## src/rtl/writeback_arbiter.sv

```systemverilog
// Purpose : collect results from six execution-unit sources into one-entry pending slots
//           and drain up to two per cycle, round-robin, to the register-file write ports.
// Latency : a result presented in cycle c is written no earlier than cycle c+2 (capture + registered drain).
// Backpressure: src_hold[i] is raised while slot i holds an undrained result; a held unit must not
//           present a new result, and any result presented while held is ignored.
// Ports   : clk, rst_n (sync, active-low); src_done/src_rn/src_data per-source results
//           (0 alu1, 1 alu2, 2 advint rd, 3 advint rd2, 4 memunit, 5 branch); src_hold per-source stall;
//           wr1_*/wr2_* registered write ports; reg1_finished/reg2_finished completed register numbers.
module writeback_arbiter #(
   parameter int DATA_W = 64
) (
   input  logic                  clk,
   input  logic                  rst_n,
   input  logic [5:0]            src_done,
   input  logic [35:0]           src_rn,
   input  logic [6*DATA_W-1:0]   src_data,
   output logic [5:0]            src_hold,
   output logic                  wr1_en,
   output logic [5:0]            wr1_rn,
   output logic [DATA_W-1:0]     wr1_data,
   output logic                  wr2_en,
   output logic [5:0]            wr2_rn,
   output logic [DATA_W-1:0]     wr2_data,
   output logic [5:0]            reg1_finished,
   output logic [5:0]            reg2_finished
);

   localparam int NSRC = 6;

   // Pending slots, one per source
   logic [NSRC-1:0]              pend_v_q,    pend_v_d;
   logic [NSRC-1:0][5:0]         pend_rn_q,   pend_rn_d;
   logic [NSRC-1:0][DATA_W-1:0]  pend_data_q, pend_data_d;

   // Round-robin scan start
   logic [2:0]                   ptr_q, ptr_d;

   // Registered write-port outputs
   logic                         wr1_en_q,   wr1_en_d;
   logic [5:0]                   wr1_rn_q,   wr1_rn_d;
   logic [DATA_W-1:0]            wr1_data_q, wr1_data_d;
   logic                         wr2_en_q,   wr2_en_d;
   logic [5:0]                   wr2_rn_q,   wr2_rn_d;
   logic [DATA_W-1:0]            wr2_data_q, wr2_data_d;

   // Drain selection
   logic                         g1_vld, g2_vld;
   logic [2:0]                   g1_idx, g2_idx;
   logic [2:0]                   last_idx;
   logic [3:0]                   scan_sum;
   logic [2:0]                   scan_idx;
   logic [NSRC-1:0]              grant;

   // Walk the slots in pointer order. Port 1 takes the first valid slot; port 2 takes the next
   // valid slot whose register differs from port 1's, so two writes never hit the same register
   // in one cycle. A skipped duplicate simply waits for a later cycle.
   always_comb begin
      g1_vld   = 1'b0;
      g1_idx   = 3'd0;
      g2_vld   = 1'b0;
      g2_idx   = 3'd0;
      scan_sum = 4'd0;
      scan_idx = 3'd0;
      for (int k = 0; k < NSRC; k++) begin
         scan_sum = {1'b0, ptr_q} + 4'(k);
         scan_idx = (scan_sum >= 4'd6) ? 3'(scan_sum - 4'd6) : scan_sum[2:0];
         if (pend_v_q[scan_idx]) begin
            if (!g1_vld) begin
               g1_vld = 1'b1;
               g1_idx = scan_idx;
            end else if (!g2_vld && (pend_rn_q[scan_idx] != pend_rn_q[g1_idx])) begin
               g2_vld = 1'b1;
               g2_idx = scan_idx;
            end
         end
      end
   end

   always_comb begin
      grant = '0;
      if (g1_vld) grant[g1_idx] = 1'b1;
      if (g2_vld) grant[g2_idx] = 1'b1;
   end

   // A slot being drained this cycle is free to accept a new result on the same edge
   assign src_hold = pend_v_q & ~grant;

   // Slot next state: grant clears, capture (which wins) reloads. Results for r0 are dropped.
   always_comb begin
      pend_v_d    = pend_v_q & ~grant;
      pend_rn_d   = pend_rn_q;
      pend_data_d = pend_data_q;
      for (int i = 0; i < NSRC; i++) begin
         if (src_done[i] && !src_hold[i] && (src_rn[i*6 +: 6] != 6'd0)) begin
            pend_v_d[i]    = 1'b1;
            pend_rn_d[i]   = src_rn[i*6 +: 6];
            pend_data_d[i] = src_data[i*DATA_W +: DATA_W];
         end
      end
   end

   // Next scan starts just past the last slot granted this cycle
   always_comb begin
      last_idx = g2_vld ? g2_idx : g1_idx;
      if (g1_vld) begin
         ptr_d = (last_idx == 3'd5) ? 3'd0 : last_idx + 3'd1;
      end else begin
         ptr_d = ptr_q;
      end
   end

   always_comb begin
      wr1_en_d   = g1_vld;
      wr1_rn_d   = g1_vld ? pend_rn_q[g1_idx]   : 6'd0;
      wr1_data_d = g1_vld ? pend_data_q[g1_idx] : '0;
      wr2_en_d   = g2_vld;
      wr2_rn_d   = g2_vld ? pend_rn_q[g2_idx]   : 6'd0;
      wr2_data_d = g2_vld ? pend_data_q[g2_idx] : '0;
   end

   always_ff @(posedge clk) begin
      if (!rst_n) begin
         pend_v_q    <= '0;
         pend_rn_q   <= '0;
         pend_data_q <= '0;
         ptr_q       <= 3'd0;
         wr1_en_q    <= 1'b0;
         wr1_rn_q    <= 6'd0;
         wr1_data_q  <= '0;
         wr2_en_q    <= 1'b0;
         wr2_rn_q    <= 6'd0;
         wr2_data_q  <= '0;
      end else begin
         pend_v_q    <= pend_v_d;
         pend_rn_q   <= pend_rn_d;
         pend_data_q <= pend_data_d;
         ptr_q       <= ptr_d;
         wr1_en_q    <= wr1_en_d;
         wr1_rn_q    <= wr1_rn_d;
         wr1_data_q  <= wr1_data_d;
         wr2_en_q    <= wr2_en_d;
         wr2_rn_q    <= wr2_rn_d;
         wr2_data_q  <= wr2_data_d;
      end
   end

   assign wr1_en        = wr1_en_q;
   assign wr1_rn        = wr1_rn_q;
   assign wr1_data      = wr1_data_q;
   assign wr2_en        = wr2_en_q;
   assign wr2_rn        = wr2_rn_q;
   assign wr2_data      = wr2_data_q;
   // Register numbers are already forced to 0 on idle ports, so these follow them directly
   assign reg1_finished = wr1_rn_q;
   assign reg2_finished = wr2_rn_q;

endmodule

```

## config.mk

```make
export PLATFORM = sky130hd
export DESIGN_NAME = writeback_arbiter
export DESIGN_NICKNAME = d
export VERILOG_FILES = /design/src/rtl/writeback_arbiter.sv
export SDC_FILE = /design/constraint.sdc
export NUM_CORES = 2
export LEC_CHECK = 0
export ABC_AREA = 1
export BUFFER_PORTS_ARGS = -buffer_cell sky130_fd_sc_hd__buf_4
export CAP_MARGIN = 30
export CORE_ASPECT_RATIO = 0.75
export CORE_UTILIZATION = 45
export CTS_CLUSTER_SIZE = 30
export DETAILED_ROUTE_END_ITERATION = 8
export PLACE_DENSITY = 0.64
export SKIP_LAST_GASP = 1
export SYNTH_ARGS = -nofsm -noshare
export SYNTH_HDL_FRONTEND = slang
export SYNTH_SLANG_ARGS = --single-unit
```

## constraint.sdc

```tcl
create_clock -name clk -period 5.4 [get_ports clk]
set_input_delay 0.27 -clock clk [delete_from_list [all_inputs] [get_ports clk]]
set_output_delay 0.27 -clock clk [all_outputs]
set_load 0.005 [all_outputs]
```

==> impl_metrics.yaml <==
final_layout:
  drive_gt1_share_pct: 16.4
  fill_cells: 6585
  utilization_pct: 63.4
  syn_to_final_growth_pct: 38.0
  nNetsFinal: 6659
  stdcell_area_mm2: 0.0459
logic_synthesis:
  synth_area_leaders: "dfxtp_1, nand2_1, nand3_1"
  avgSynthCellArea_um2: 6.20
  synth-seq-cells: 571
  syn_area_mm2: 0.0333
  synth_common_cells: "nand2_1, nand3_1, inv_1"
  yosysTopAreaCell: "dfxtp_1"
  synth_top_cell_area_share_pct: 34.3
  synthCells: 5366
  async_reset_ff_share_pct: 0
  ys.warnings.count: 0
  yosysMostFrequentCell: "nand2_1"
  synth_ff_type: "dfxtp_1"
  synth_edf_count: 0
  seq_area_frac_synth_pct: 34.3
  synth.distinct_cells: 46
  syn_nets: 5803
placement:
  io_buffer_count: 587
  dpl.hpwl_um: 104000
  gp_congestion: 1.08
  post-place-ws_ns: 0.236
  placed_area_mm2: 0.0386
timing:
  rsz0062_at_grt: "yes"
  worst_pin_slew_ns: 1.06
  fmax_ghz: 0.193
  maxSlewHeadroom_pct: 28.9
  hold_viol_final: 0
  min_period_ns: 5.19
  finalSetupTns_ns: 0
  setup_slack_ns: 0.206
  fin_skew_ns: 0.0225
  min_period_over_period_pct: 96.2
  setup_viol: 0
  finalMaxSlewViolations: 0
floorplanning:
  die_area_mm2: 0.0751
  fp.dieW_um: 316
  die_h_um: 238
  core-area_mm2: 0.0724
  rows: 85
  io_pins: 588
  start_util_pct: 46.0
setup_path:
  crit_fanout: 19
  path_common_cell: "nand2_1"
  endpoint_kind: "primary output"
  path_buf_inv: 9
  arrival_ns: 4.92
  cp.required_ns: 5.13
  cp_slowest_cell: "dfxtp_4"
  startpoint_type: "register"
  critPathTopFamily: "simple AND/OR/NAND/NOR gates"
  crit_type: "reg -> out"
  cp_slowest_stage_delay_ns: 0.38
global_route:
  antenna_found_initial: 1
  grt_overflow_total: 0
  grt_usage_pct: 42.2
  grt_max_degree: 151
  grt_pass1_vias: 38226
  grt_pass1_wl_um: 240000
run:
  drv_cap: 0
cts:
  worstSkewPairLatency_ns: 0.66
  root_buffer: "clkbuf_16"
  numCtsBuffers: 59
  path_clk_slew_ns: 0.07
  h-tree-depth: 2
  clk_path_buf_depth: 3
  cts_tree: "done"
  cts.sinks: 571
run_status:
  status: "finished clean"
drt:
  drtIter0Drc: 5873
  drc: 0
  first_pass_iters: 7
  wl_per_cell_um: 22.8
  vias: 41322
  drtAntennaViolNets: 0
  routed_wirelength_um: 165000
  routed_via_density: 5.72
worst_hold_path:
  holdCritPathClass: "in -> reg"
path summary, 6_finish.rpt:
check	startpoint	to	slack (ns)	cells past startpoint
min	src_data[34]	pend_data_q[34]$_SDFFE_PN0P_	0.02	5
max reg2reg	ptr_q[0]$_SDFFE_PN0N_	pend_data_q[33]$_SDFFE_PN0P_	0.25	39
min reg2reg	pend_data_q[278]$_SDFFE_PN0P_	pend_data_q[278]$_SDFFE_PN0P_	0.46	2
max	ptr_q[0]$_SDFFE_PN0N_	src_hold[3]	0.21	35
routing by layer:
metal	wire, um	track usage (%)	up-vias
met2	69700	62.3	2790
met4	8480	20.7	0
met1	67000	57.7	19049
met5	0	0	-
met3	19900	9.20	521
li1	-	-	18962
state kept, by name, indices dropped and copies added, names as in the netlist:
signal         cells
reg1_finished      6
reg2_finished      6
pend_data_q      384
ptr_q              3
wr2_data          64
wr2_en             1
pend_rn_q         36
wr1_en             1
pend_v_q           6
wr1_data          64
stage by stage:
| stage | std cells | hold slack (ns) |
|---|---|---|
| finish | 7226 | 0.0190 |
| global route | 7223 | 0.0307 |
| CTS | 7178 | 0.000221 |
| detailed placement | 6650 | 0.453 |
| global placement | 6649 | 0.449 |
| floorplan | 5366 | 0.434 |
cells by family (layout without fill, tap and decap cells):
kind of cell	after synthesis	in the layout	share of synthesized area [%]
flip-flops	571	571	34.3
buffers and inverters	1095	1990	13.7
XOR/XNOR	6	6	0.158
AND/OR/NAND/NOR	2674	2679	34.6
adder cells (fa/ha/maj)	9	9	0.338
other	0	3	0
AO/OA/AOI/OAI	1011	1011	16.9
timing repair:
item / CTS / global route
gates cloned: 7 / 4
gates resized for setup: 43 / 64
hold buffers: 409 / 0
hold endpoints to repair: 407 / 0
setup endpoints to repair: 6 / 103
buffers inserted: 7 / 39
pin swaps: 8 / 15
placed cells by master (no fill, tap or decap), drive strengths merged, types with 10 or more instances in the layout:
cell / count
o21ai: 198
dfxtp: 571
buf: 784
o211ai: 98
o21a: 18
a211oi: 24
nand3: 838
nand4: 10
a21oi: 594
nor2: 235
clkbuf: 87
o31ai: 59
nand2: 1585
dlygate4sd3: 409
clkinv: 22
inv: 674
layout make-up:
| type | instances | area (um2) | share of cell area, % |
|---|---|---|---|
| Antenna cell | 3 | 7.51 | 0.0163 |
| Tap cell | 957 | 1200 | 2.61 |
| Sequential cell | 571 | 11400 | 24.9 |
| Clock inverter | 20 | 344 | 0.749 |
| Multi-Input combinational cell | 3705 | 17800 | 38.7 |
| Inverter | 686 | 2630 | 5.72 |
| Clock buffer | 85 | 1720 | 3.74 |
| Timing Repair Buffer | 1199 | 10800 | 23.5 |
tightest hold or removal path, delay by kind of cell:
family,cells,cell delay [ns]
AND/OR/NAND/NOR,3,0.22
buffers and inverters,2,0.13
Power is not shown: default switching activity piles up to over one toggle a cycle in this logic, so the estimate is an artifact.
